`config.mk`:
```
export PLATFORM = sky130hd
export DESIGN_NAME = bus_master_arbiter_flat
export DESIGN_NICKNAME = d
export VERILOG_FILES = /design/src/rtl/bus_master_arbiter_pkg.sv /design/src/rtl/bus_master_arbiter_if.sv /design/src/rtl/bus_master_arbiter_rr_picker.sv /design/src/rtl/bus_master_arbiter.sv /design/src/flat_wrapper.sv
export SDC_FILE = /design/constraint.sdc
export NUM_CORES = 1
export LEC_CHECK = 0
export CAP_MARGIN = 20
export CORE_ASPECT_RATIO = 0.6
export CORE_MARGIN = 2
export CORE_UTILIZATION = 42
export CTS_CLUSTER_DIAMETER = 200
export CTS_CLUSTER_SIZE = 14
export DETAILED_ROUTE_END_ITERATION = 7
export GPL_TIMING_DRIVEN = 0
export PLACE_DENSITY_LB_ADDON = 0.3
export SLEW_MARGIN = 10
export SYNTH_ARGS = -nofsm -noshare
export SYNTH_HDL_FRONTEND = slang
export SYNTH_SLANG_ARGS = --single-unit
```
`constraint.sdc`:
```
create_clock -name clk -period 3.05 [get_ports clk]
set_clock_uncertainty 0.2 [all_clocks]
set_input_delay 0.305 -clock clk [delete_from_list [all_inputs] [get_ports clk]]
set_output_delay 0.305 -clock clk [all_outputs]
set_load 0.01 [all_outputs]
```
`src/rtl/bus_master_arbiter_pkg.sv`:
```
// Shared definitions for the dValid/dAck bus master arbiter.
//   - FSM state constants (IDLE, XFER)
//   - default DATA_W / MAX_VALID / MIN_VALID / N_REQ constants
//   - next_rr(): round-robin pointer advance with wrap
package bus_master_pkg;

    // Two-state sequencer, kept as plain constants for legacy tools.
    localparam logic [0:0] IDLE = 1'b0;
    localparam logic [0:0] XFER = 1'b1;

    localparam int unsigned DEF_N_REQ     = 4;
    localparam int unsigned DEF_DATA_W    = 8;
    localparam int unsigned DEF_MAX_VALID = 4;
    localparam int unsigned DEF_MIN_VALID = 2;

    // Pointer to the requester after idx, wrapping n_req-1 -> 0.
    function automatic int unsigned next_rr(input int unsigned idx, input int unsigned n_req);
        return (idx + 1 == n_req) ? 0 : idx + 1;
    endfunction

endpackage

```
`src/rtl/bus_master_arbiter_if.sv`:
```
// Bus-side signals of the dValid/dAck byte bus.
//   dValid : master -> target, transfer valid
//   data   : master -> target, payload, stable while dValid is high
//   dAck   : target -> master, acknowledge
// Modports: master (arbiter side), slave (target / protocol checker side).
interface bus_master_arbiter_if #(
    parameter int unsigned DATA_W = 8
);
    logic              dValid;
    logic [DATA_W-1:0] data;
    logic              dAck;

    modport master (output dValid, output data, input dAck);
    modport slave  (input dValid, input data, output dAck);
endinterface

```
`src/rtl/bus_master_arbiter_rr_picker.sv`:
```
// Combinational round-robin selector.
//   req    : request vector
//   ptr    : index with highest priority this round
//   valid  : at least one request present
//   idx    : winning requester index
//   onehot : winning requester as a one-hot vector
module rr_picker #(
    parameter int unsigned N_REQ = 4,
    localparam int unsigned IDX_W = $clog2(N_REQ)
) (
    input  logic [N_REQ-1:0] req,
    input  logic [IDX_W-1:0] ptr,
    output logic             valid,
    output logic [IDX_W-1:0] idx,
    output logic [N_REQ-1:0] onehot
);

    always_comb begin
        int unsigned cand;
        valid  = 1'b0;
        idx    = '0;
        onehot = '0;
        cand   = 0;
        // Walk offsets from the far end back to ptr so the closest hit wins.
        for (int k = N_REQ - 1; k >= 0; k--) begin
            cand = (int'(ptr) + k) % N_REQ;
            if (req[cand]) begin
                valid        = 1'b1;
                idx          = IDX_W'(cand);
                onehot       = '0;
                onehot[cand] = 1'b1;
            end
        end
    end

endmodule

```
`src/rtl/bus_master_arbiter.sv`:
```
// Round-robin arbiter and master sequencer for the dValid/dAck byte bus.
//   clk       : bus clock
//   reset     : synchronous active-low reset
//   req       : per-requester level request
//   req_data  : per-requester payload, slice i = [i*DATA_W +: DATA_W]
//   gnt       : one-hot pulse in the first dValid cycle of a transfer
//   done      : one-hot pulse in the first low cycle after an acked transfer
//   timeout   : one-hot pulse in the first low cycle after an unacked transfer
//   early_ack : sticky, dAck seen before MIN_VALID; cleared only by reset
//   bus       : dValid/data out, dAck in
module bus_master_arbiter
    import bus_master_pkg::*;
#(
    parameter int unsigned N_REQ     = DEF_N_REQ,
    parameter int unsigned DATA_W    = DEF_DATA_W,
    parameter int unsigned MAX_VALID = DEF_MAX_VALID,
    parameter int unsigned MIN_VALID = DEF_MIN_VALID
) (
    input  logic                    clk,
    input  logic                    reset,
    input  logic [N_REQ-1:0]        req,
    input  logic [N_REQ*DATA_W-1:0] req_data,
    output logic [N_REQ-1:0]        gnt,
    output logic [N_REQ-1:0]        done,
    output logic [N_REQ-1:0]        timeout,
    output logic                    early_ack,
    bus_master_arbiter_if.master    bus
);

    localparam int unsigned IDX_W  = $clog2(N_REQ);
    localparam int unsigned VCNT_W = $clog2(MAX_VALID + 1);
    localparam logic [VCNT_W-1:0] VMIN = VCNT_W'(MIN_VALID);
    localparam logic [VCNT_W-1:0] VMAX = VCNT_W'(MAX_VALID);

    logic [0:0]        state_q, state_d;
    logic [VCNT_W-1:0] vcnt_q, vcnt_d;
    logic [IDX_W-1:0]  rr_q, rr_d;
    logic [IDX_W-1:0]  owner_q, owner_d;
    logic [DATA_W-1:0] data_q, data_d;
    logic              dvalid_q, dvalid_d;
    logic [N_REQ-1:0]  gnt_q, gnt_d;
    logic [N_REQ-1:0]  done_q, done_d;
    logic [N_REQ-1:0]  timeout_q, timeout_d;
    logic              early_q, early_d;

    logic              pick_valid;
    logic [IDX_W-1:0]  pick_idx;
    logic [N_REQ-1:0]  pick_onehot;

    rr_picker #(
        .N_REQ (N_REQ)
    ) u_picker (
        .req    (req),
        .ptr    (rr_q),
        .valid  (pick_valid),
        .idx    (pick_idx),
        .onehot (pick_onehot)
    );

    always_comb begin
        state_d   = state_q;
        vcnt_d    = vcnt_q;
        rr_d      = rr_q;
        owner_d   = owner_q;
        data_d    = data_q;
        dvalid_d  = dvalid_q;
        early_d   = early_q;
        gnt_d     = '0;
        done_d    = '0;
        timeout_d = '0;

        case (state_q)
            IDLE: begin
                if (pick_valid) begin
                    state_d  = XFER;
                    dvalid_d = 1'b1;
                    data_d   = req_data[pick_idx*DATA_W +: DATA_W];
                    gnt_d    = pick_onehot;
                    vcnt_d   = VCNT_W'(1);
                    owner_d  = pick_idx;
                    rr_d     = IDX_W'(next_rr(int'(pick_idx), N_REQ));
                end
            end
            XFER: begin
                if (bus.dAck && vcnt_q >= VMIN) begin
                    state_d  = IDLE;
                    dvalid_d = 1'b0;
                    data_d   = '0;
                    vcnt_d   = '0;
                    done_d   = N_REQ'(1) << owner_q;
                end else begin
                    // Too-early ack is only flagged; the transfer keeps going.
                    if (bus.dAck) begin
                        early_d = 1'b1;
                    end
                    if (vcnt_q == VMAX) begin
                        state_d   = IDLE;
                        dvalid_d  = 1'b0;
                        data_d    = '0;
                        vcnt_d    = '0;
                        timeout_d = N_REQ'(1) << owner_q;
                    end else begin
                        vcnt_d = vcnt_q + 1'b1;
                    end
                end
            end
            default: begin
                state_d  = IDLE;
                dvalid_d = 1'b0;
                data_d   = '0;
                vcnt_d   = '0;
            end
        endcase
    end

    always_ff @(posedge clk) begin
        if (!reset) begin
            state_q   <= IDLE;
            vcnt_q    <= '0;
            rr_q      <= '0;
            owner_q   <= '0;
            data_q    <= '0;
            dvalid_q  <= 1'b0;
            gnt_q     <= '0;
            done_q    <= '0;
            timeout_q <= '0;
            early_q   <= 1'b0;
        end else begin
            state_q   <= state_d;
            vcnt_q    <= vcnt_d;
            rr_q      <= rr_d;
            owner_q   <= owner_d;
            data_q    <= data_d;
            dvalid_q  <= dvalid_d;
            gnt_q     <= gnt_d;
            done_q    <= done_d;
            timeout_q <= timeout_d;
            early_q   <= early_d;
        end
    end

    assign bus.dValid = dvalid_q;
    assign bus.data   = data_q;
    assign gnt        = gnt_q;
    assign done       = done_q;
    assign timeout    = timeout_q;
    assign early_ack  = early_q;

endmodule

```
`src/flat_wrapper.sv`:
```
// flat-port wrapper written by rule: the top's interface ports become plain ports
module bus_master_arbiter_flat import bus_master_pkg::*;
#(
    parameter int unsigned N_REQ     = DEF_N_REQ,
    parameter int unsigned DATA_W    = DEF_DATA_W,
    parameter int unsigned MAX_VALID = DEF_MAX_VALID,
    parameter int unsigned MIN_VALID = DEF_MIN_VALID
)
  (clk, reset, req, req_data, gnt, done, timeout, early_ack, bus_dValid, bus_data, bus_dAck);
  bus_master_arbiter_if #(.DATA_W(DATA_W)) bus_i ();
  input  logic clk;
  input  logic reset;
  input  logic [N_REQ-1:0] req;
  input  logic [N_REQ*DATA_W-1:0] req_data;
  output logic [N_REQ-1:0] gnt;
  output logic [N_REQ-1:0] done;
  output logic [N_REQ-1:0] timeout;
  output logic early_ack;
  output wire logic [$bits(bus_i.dValid)-1:0] bus_dValid;
  output wire logic [$bits(bus_i.data)-1:0] bus_data;
  input wire logic [$bits(bus_i.dAck)-1:0] bus_dAck;
  assign bus_dValid = bus_i.dValid;
  assign bus_data = bus_i.data;
  assign bus_i.dAck = bus_dAck;
  bus_master_arbiter #(.N_REQ(N_REQ), .DATA_W(DATA_W), .MAX_VALID(MAX_VALID), .MIN_VALID(MIN_VALID)) u_core (.clk(clk), .reset(reset), .req(req), .req_data(req_data), .gnt(gnt), .done(done), .timeout(timeout), .early_ack(early_ack), .bus(bus_i));
endmodule
```
* Yosys cells after proc, flatten, opt, wreduce, memory -nomap -nowiden
Index checks and enable logic that the tools add are counted.
** Storage, ports and cells
- Output and inout port bits :: 22
- Logic and storage cells :: 91
- Input port bits :: 39
- Bits in registers :: 30
** Cells by class
- Mux-type cells :: 45
- Bitwise gates (word level) :: 5
- $lt $le $gt $ge :: 9
- Reductions and logical operators :: 11
- Equality and inequality tests :: 4
- Add/sub/neg operators :: 5
- Shifts and indexed selects :: 2
** Operator list (number)
- variable part select 32 x 6 -> 8 bit :: 1
- 2-to-1 mux 8 bit :: 3
- 2-to-1 mux 1 bit :: 18
- 2-to-1 mux 4 bit :: 4
- one-hot mux 8 bit (2 select lines) :: 1
- less-than comparator 2 x 3 -> 1 bit (second input constant) :: 4
- 2-to-1 mux 2 bit :: 5
- 2-to-1 mux 3 bit :: 3
- binary-select mux 1 bit (select 2 bit) :: 4
- demux 1 bit (select 2 bit) :: 4
- >= comparator 2 x 1 -> 1 bit (second input constant) :: 4
- == test 3 bit (second input constant) :: 2
- one-hot mux 3 bit (2 select lines) :: 1
- AND reduction 3 bit :: 2
- logical AND 1 bit :: 5
- NOT 1 bit :: 5
- adder 2 bit (second input constant) :: 2
- one-hot mux 1 bit (2 select lines) :: 2
- AND reduction 2 bit :: 2
- OR reduction 4 bit :: 1
- left shift 1 x 2 -> 4 bit (first input constant) :: 1
- adder 2 x 1 -> 3 bit (second input constant) :: 1
- adder 3 x 1 -> 3 bit (second input constant) :: 1
- >= comparator 3 x 2 -> 1 bit (second input constant) :: 1
- other kinds (4) :: 4

* Longest topological paths before layout
Gate-level depths: netlist of the first run.
- Depth after elaboration :: 10
- Depth in mapped cells :: 10
- Gate-level depth less buffers :: 8

* Hierarchy
From an unflattened synthesis of the first run, not the netlist that was laid out.
** Second synthesis, totals
- Cell total of the unflattened synthesis :: 189
- Area, all modules :: 1818.0 µm²
** Modules (own cells, without submodules)
- bus_master_arbiter :: times used 1, seq. area each 600.6 µm², area an instance 1308.8 µm², cells an instance 128
- rr_picker :: times used 1, seq. area each 0.0 µm², area an instance 509.2 µm², cells an instance 61

* Worst setup path before layout of the first run
Ideal clock, no wire load.
- Path kind :: flip-flop to flip-flop
- Start point :: register u_core.rr_q[0]
- End point :: register u_core.data_q[0] (netlist: u_core.bus.data[0])
- Slack :: 0.182 ns
- Buffers on the path :: 1
- Setup time :: 0.122 ns
- Arrival :: 2.546 ns
- Cell stages (with the launch flop) :: 10
- Path through :: dfxtp_1 > buf_6 > inv_1 > ha_1 > mux4_2 > nor2b_4 > nor2_4 > a21oi_2 > mux2_2 > a221o_1
** Between the ends
- Cells in the longest elaborated chain, start to end :: 10
** RTL lines
- from (decl) :: line bus_master_arbiter.sv:37 : logic [IDX_W-1:0] rr_q, rr_d;
- from (signal assigned) :: line bus_master_arbiter.sv:131 : rr_q <= rr_d;
- adder 2 bit :: line bus_master_arbiter_rr_picker.sv:26 : cand = (int'(ptr) + k) % N_REQ;
- binary-select mux 1 bit (select 2 bit) :: line bus_master_arbiter_rr_picker.sv:27 : if (req[cand]) begin
- 2-to-1 mux 1 bit (implied by the code) :: line bus_master_arbiter_rr_picker.sv:27
- 2-to-1 mux 2 bit (4 in a row) :: line bus_master_arbiter_rr_picker.sv:27
- variable part select 32 x 6 -> 8 bit :: line bus_master_arbiter.sv:77 : data_d = req_data[pick_idx*DATA_W +: DATA_W];
- 2-to-1 mux 8 bit :: line bus_master_arbiter.sv:74 : if (pick_valid) begin
- one-hot mux 8 bit (2 select lines) :: line bus_master_arbiter.sv:72 : case (state_q)
- to (signal assigned) :: line bus_master_arbiter.sv:133 : data_q <= data_d;
- to (decl) :: line bus_master_arbiter.sv:39 : logic [DATA_W-1:0] data_q, data_d;
Parallel ways exist; a longest one is shown, timed or not. The select of a mux whose other input is x is not followed.
A chain may end at the register's enable or synchronous reset.

* Final worst setup path of the first run
- Start point :: register u_core.rr_q[1]
- End point :: register u_core.data_q[0] (netlist: u_core.bus.data[0])
Same word-level chain as after synthesis.

==> summary.md, run 1 <==
| Metric | Value |
|---|---|
| Post-detailed-placement cell area | 0.002651 mm2 |
| Worst slew margin relative to its limit | 0.5693 |
| DR vias/cell | 5.682 |
| Critical path origin | u_core.rr_q[1] |
| Worst min-delay path endpoint | u_core.bus.dValid |
| Violation count after the first detailed-route iteration | approximately 190 |
| Maximum clock rate | 343.6 MHz |
| TritonRoute pass-1 iters | 6 |
| Vias in the first global route | around 1800 |
| Global-route usage over all layers | 0.1976 |
| Clock Tree Buf Depth | 2 |
| Unrepaired setup endpoints after global routing | false |
| Post-detailed-routing wire length | a little over 5 mm |
| Antenna-violating nets left | 0 |
| DIE AREA | 0.005303 mm2 |
| Ratio of final minimum period to clock period | 0.9541 |
| Root buffer cell | sky130_fd_sc_hd__clkbuf_8 |
| Yosys reg bits | 30 |
| Master of the slowest instance on the critical path | sky130_fd_sc_hd__dfxtp_1 |
| Clock sinks | 30 |
| Mapped Nets | between 200 and 300 |
| Crit Reg-Reg Startpoint | u_core.rr_q[1] |
| Reg2reg end | u_core.bus.data[0] |
| Buffer and inverter count on the worst path | 2 |
| Number of rows in the core area | 19 |
| Yosys synthesis warning count | 0 |
| Count of distinct cell types in the synthesized netlist | between 40 and 50 |
| Port buffer count | between 50 and 60 |
| Worst endpoint data arrival time | between 2 and 3 ns |
| Area of the core | around 0.0046 mm2 |
| Share of layout cells above drive strength 1 | 0.1678 |
| Count of final hold-check violations | 0 |
| Worst path cell trace | buf_4 > inv_1 > ha_4 > mux4_2 > nor2b_4 > nor2_4 > a21oi_4 > mux2_2 > a221o_1 |
| Final HPWL from detailed placement | about 3.9 mm |
| Insertion delay of the later-clocked pin in the worst-skew pair | approximately 0.28 ns |
| Post-detailed-route DRC marker count | 0 |
| Crit Path Max Fanout | 8 |
| Die span in x | 92.69 um |
| CTS tree | done |
| Final max-slew violation count | 0 |
| Total standard cell area after synthesis | just under 0.002 mm2 |
| Part of the Yosys area used for sequential elements | 0.3030 |
| Number of nets in the finished design | 341 |
| Commonest cells after routing, fill and taps aside | sky130_fd_sc_hd__clkdlybuf4s50_1, sky130_fd_sc_hd__dfxtp_1, sky130_fd_sc_hd__nor2_1, sky130_fd_sc_hd__and3_1, sky130_fd_sc_hd__nand2_1 |
| Critical path required time | between 3 and 4 ns |
| Final number of setup-violating endpoints | 0 |
| Transition time of the tightest slew-check pin | around 0.64 ns |
| Critical Path End Type | register |
| Cts bufs inserted | 5 |
| Sum of overflow across all layers after global routing | 0 |
| Average wire per standard cell | around 15 um |
| Final weighted congestion in routability-driven placement | about 0.81 |
| Layout Area Growth over Synthesis | 43.06% |
| FF+latch area | 601.8 um2 |
| Maximum VDD drop | roughly 0.24 mV |
| Max-cap violations | 0 |
| Number of inserted diodes | 0 |
| Wire length of the first global-routing pass | 8.397 mm |
| Maximum number of pins on one net before global-route repair | 11 |
| PwrDens | approximately 560 mW/mm2 |
| Fin area | 0.002835 mm2 |
| Run status | finished clean |
| Number of I/O pins | 61 |
| Die span in y | 57.21 um |
| Dominant delay contributor by cell family on the critical path | multiplexers |
| Register clock-pin slew on the reported worst setup and hold paths | around 0.070 ns |
| Standby leakage power | around 0.0011 uW |
| Worst Reg-to-Reg Cells | 9 |
| Slowest stage delay, CP | about 0.43 ns |
| Number of antenna violations at the first check in global routing | 0 |
| Class of the worst hold path | register to register |
| Number of filler instances in the final layout | roughly 400 |
| Final worst slack | 0.1400 ns |
| R2R setup slack | between 0.1 and 0.15 ns |
| Routed via count | between 2000 and 2500 |
| Place WS | -0.2048 ns |
| Startpoint of the most critical hold path | u_core.bus.dValid |
| Mean post-synth cell area | a little over 9 um2 |
| Worst Path Class, Setup | register to register |
| Multi-input combinational cell area | roughly 0.0013 mm2 |
| Period minus WS final | just under 3 ns |
| Instance count of the mapped netlist | between 200 and 250 |
| Commonest non-fill, non-tap cell in the layout | sky130_fd_sc_hd__clkdlybuf4s50_1 |
| Overall power after layout | roughly 1600 uW |
| Starting density of the core | 0.4342 |
| Deepest level of the CTS H-tree | 2 |
| Worst hold path depth | 2 |
| Worst setup SP type | register |
| Summed negative setup slack over all endpoints | 0 ns |
## final cells by class
type | count | share of cell area
plain buffers | 16 | 0.03266
clock buffers | 6 | 0.02913
clock inverters | 2 | 0.004413
inverters | 6 | 0.009267
multi-input cells | 167 | 0.4603
flip-flops and latches | 30 | 0.2123
well taps | 63 | 0.02780
repair buffers | 65 | 0.2242
## where the power goes
part	switching (uW)	internal, uW
Clock	152	181
Sequential	35.1	443
Combinational	384	402
Total	570	1030
## tightest hold or removal path, cell delays in order, from the launching register on
cell and delay, ns:
sky130_fd_sc_hd__dfxtp_1 0.31, sky130_fd_sc_hd__inv_1 0.04, sky130_fd_sc_hd__o21ai_0 0.07
## state kept, by name (all words and copies together) (netlist names)
| signal | count |
|---|---|
| u_core.timeout | 4 |
| u_core.gnt | 4 |
| u_core.bus.dValid | 1 |
| u_core.vcnt_q | 3 |
| u_core.early_ack | 1 |
| u_core.done | 4 |
| u_core.state_q | 1 |
| u_core.bus.data | 8 |
| u_core.owner_q | 2 |
| u_core.rr_q | 2 |
## synth_stat cells (all sizes together)
master	instances	share of area
clkbuf	8	0.015
and3	14	0.044
mux2	9	0.051
buf	8	0.030
o211ai	7	0.027
a22o	7	0.031
a21oi	6	0.017
a211oi	2	0.010
nor4	1	0.0032
o31ai	7	0.027
o32a	1	0.0051
or3	2	0.0063
nand2b	3	0.0095
a22oi	6	0.023
a21boi	1	0.0038
a311o	1	0.0051
nand4	1	0.0032
or2	2	0.0063
ha	11	0.069
mux2i	5	0.025
o21ai	5	0.013
inv	6	0.011
a221oi	5	0.022
a222oi	7	0.035
o32ai	1	0.0044
nor2	21	0.044
or3b	1	0.0044
nor3b	2	0.0076
nand2	13	0.025
dfxtp	30	0.30
o21a	1	0.0038
mux4	3	0.034
xnor2	1	0.0044
and4b	1	0.0051
and2	3	0.0095
nor2b	7	0.026
nor3	2	0.0051
nand3	3	0.0076
a221o	1	0.0051
a31o	2	0.013
o22ai	2	0.0063
## worst max path at each step
stage,end,depth (start not counted)
after detailed placement,u_core.bus.data[0],10
after CTS,u_core.bus.data[0],9
final,u_core.bus.data[0],9
after global placement,u_core.bus.data[0],10
after floorplan,u_core.bus.data[0],9
after global routing,u_core.bus.data[0],9
## what timing repair did
action,in CTS,in global routing
hold buffers,0,0
gates resized for setup,5,5
setup buffers,0,6
setup endpoints to repair,8,7
## metal layers
metal	track usage	vias up	wire length, um
met5	0	-	0
met4	0.07353	0	46
met3	0.04888	7	409
met2	0.2732	92	2189
met1	0.2970	943	2546
li1	-	975	-
## logic make-up after synthesis
group / Yosys count / share of synthesized area
AO/OA/AOI/OAI: 62 / 0.2506
buffers and inverters: 22 / 0.05618
AND/OR/NAND/NOR: 76 / 0.2058
flip-flops: 30 / 0.3030
adder cells (fa/ha/maj): 11 / 0.06944
XOR/XNOR: 1 / 0.004420
multiplexers: 17 / 0.1105
## metrics by stage
stage                     hold slack [ns]  instances  utilization
after floorplan                    0.2393        219            -
after global placement             0.2476        341       0.5809
after detailed placement           0.2600        341       0.5809
after CTS                          0.2718        349       0.6080
after global routing               0.2997        355       0.6212
final                              0.2665        355       0.6212
No activity file was read; power rests on OpenSTA's default activity.
==> run 2: changes to the inputs <==
CTS_CLUSTER_SIZE = 16   (was 14)
SLEW_MARGIN = 0   (was 10)
==> results of run 2 <==
Same layout as run 1: the final DEF is identical, and so are final timing and power.
==> run 3: changes to the inputs <==
SKIP_CTS_REPAIR_TIMING = 1   (was not set)
==> summary.md, run 3 (synthesis gave the netlist of run 1 again) <==
| Metric | Value |
|---|---|
| Port buffer count | 59 |
| Cell-internal power | 1013 uW |
| Post-layout utilization of the core | 0.6143 |
| Period minus WS final | slightly below 3 ns |
| Standby leakage power | about 0.0011 uW |
| Number of nets in the finished design | roughly 340 |
| Final number of setup-violating endpoints | 0 |
| Run status | finished clean |
| Maximum clock rate | around 340 MHz |
| Post-detailed-placement cell area | between 0.002 and 0.003 mm2 |
| Number of antenna violations at the first check in global routing | 0 |
| Relative contribution of combinational cells to total power | 0.486 |
| Critical path origin | u_core.rr_q[1] |
| Number of rows in the core area | 19 |
| DIE AREA | around 0.0053 mm2 |
| Number of I/O pins | slightly above 60 |
| Area of the core | 0.004564 mm2 |
| Sum of overflow across all layers after global routing | 0 |
| Share of layout cells above drive strength 1 | 0.1626 |
| Place WS | -0.2048 ns |
| DR vias/cell | between 5 and 6 |
| Root buffer cell | sky130_fd_sc_hd__clkbuf_8 |
| Cts bufs inserted | 5 |
| Worst endpoint data arrival time | 2.91 ns |
| Clock Tree Buf Depth | 2 |
| Global-route usage over all layers | 0.1956 |
| Violation count after the first detailed-route iteration | ~180 |
| Maximum number of pins on one net before global-route repair | 11 |
| Final worst slack | 0.1156 ns |
| Clock sinks | 30 |
| Routed via count | 2000 |
| Insertion delay of the later-clocked pin in the worst-skew pair | 0.28 ns |
| Deepest level of the CTS H-tree | 2 |
| Commonest non-fill, non-tap cell in the layout | sky130_fd_sc_hd__clkdlybuf4s50_1 |
| Crit Reg-Reg Startpoint | u_core.rr_q[1] |
| Startpoint of the most critical hold path | u_core.bus.dValid |
| Unrepaired setup endpoints after global routing | false |
| Reported net switching power | 563.0 uW |
| Wire length of the first global-routing pass | between 8 and 9 mm |
| Worst Path Class, Setup | register to register |
| Post-detailed-routing wire length | 5.147 mm |
| Average wire per standard cell | around 15 um |
| Transition time of the tightest slew-check pin | between 0.6 and 0.7 ns |
| Summed negative setup slack over all endpoints | 0 ns |
| Crit Path Max Fanout | 8 |
| Die span in x | 92.69 um |
| TritonRoute pass-1 iters | 5 |
| Sequential share of power | 0.304 |
| Post-detailed-route DRC marker count | 0 |
| Antenna-violating nets left | 0 |
| Vias in the first global route | about 1700 |
| Commonest cells after routing, fill and taps aside | sky130_fd_sc_hd__clkdlybuf4s50_1, sky130_fd_sc_hd__dfxtp_1, sky130_fd_sc_hd__nor2_1, sky130_fd_sc_hd__and3_1, sky130_fd_sc_hd__nand2_1 |
| Final HPWL from detailed placement | 3.914 mm |
| Die span in y | between 50 and 60 um |
| Clock share of power | 0.210 |
| Starting density of the core | 0.4342 |
| Final max-slew violation count | 0 |
| Fin area | approximately 0.0028 mm2 |
| Layout Area Growth over Synthesis | 41.48% |
| Maximum VDD drop | 0.2299 mV |
| Number of inserted diodes | 0 |
| Ratio of final minimum period to clock period | 0.9621 |
| Worst setup SP type | register |
| Count of final hold-check violations | 0 |
| Sw frac | 0.3573 |
| Max-cap violations | 0 |
| Worst slew margin relative to its limit | 0.5872 |
| Class of the worst hold path | register to register |
| Number of flip-flops in the largest register | 8 |
| R2R setup slack | 0.12 ns |
| PwrDens | 562.0 mW/mm2 |
| Final weighted congestion in routability-driven placement | approximately 0.81 |
| CTS tree | done |
| Critical Path End Type | register |
| Critical path required time | about 3 ns |
| Register clock-pin slew on the reported worst setup and hold paths | ~0.060 ns |
-- run 3: power groups by stage --
stage | Sequential (uW) | Combinational [uW] | Clock [uW]
after floorplan | 497 | 477 | 0
after CTS | 478 | 725 | 340
final | 479 | 767 | 331
after detailed placement | 485 | 721 | 0
after global routing | 484 | 831 | 356
after global placement | 485 | 712 | 0
-- run 3: cell type report --
cell class	instances	area, um2
Buffer	16	92.59
Sequential cell	30	603.1
Fill cell	403	1760
Clock buffer	6	82.58
Tap cell	63	78.83
Inverter	6	26.28
Clock inverter	2	12.51
Multi-Input combinational cell	167	1295
Timing Repair Buffer	62	613.1
-- run 3: per-layer routing --
metal	share of wire	vias to the layer above	routed length (um)	track usage
met5	0	-	0	0
met4	0.0060	0	31	0.06933
met3	0.076	4	392	0.04359
met2	0.42	104	2168	0.2711
met1	0.50	926	2554	0.2979
li1	-	966	-	-
-- run 3: critical path, stage by stage (launching register included) --
cell and delay [ns]:
sky130_fd_sc_hd__dfxtp_2 0.38, sky130_fd_sc_hd__clkbuf_4 0.21, sky130_fd_sc_hd__inv_1 0.10, sky130_fd_sc_hd__ha_2 0.40
sky130_fd_sc_hd__mux4_2 0.38, sky130_fd_sc_hd__nor2b_4 0.18, sky130_fd_sc_hd__nor2_4 0.09, sky130_fd_sc_hd__a21oi_4 0.22
sky130_fd_sc_hd__mux2_2 0.37, sky130_fd_sc_hd__a221o_1 0.31
-- run 3: per-stage QoR --
step                      total power, uW  cells  hold slack, ns
after floorplan                     974.6    219          0.2393
after detailed placement             1207    341          0.2600
after global routing                 1670    352          0.2997
final                                1576    352          0.2663
after CTS                            1543    349          0.2718
after global placement               1197    341          0.2476
-- run 3: worst paths after layout --
path                            depth (start not counted)                 end
worst max-delay path                                    9  u_core.bus.data[0]
worst max register to register                          9  u_core.bus.data[0]
worst min register to register                          2   u_core.bus.dValid
worst min-delay path                                    2   u_core.bus.dValid
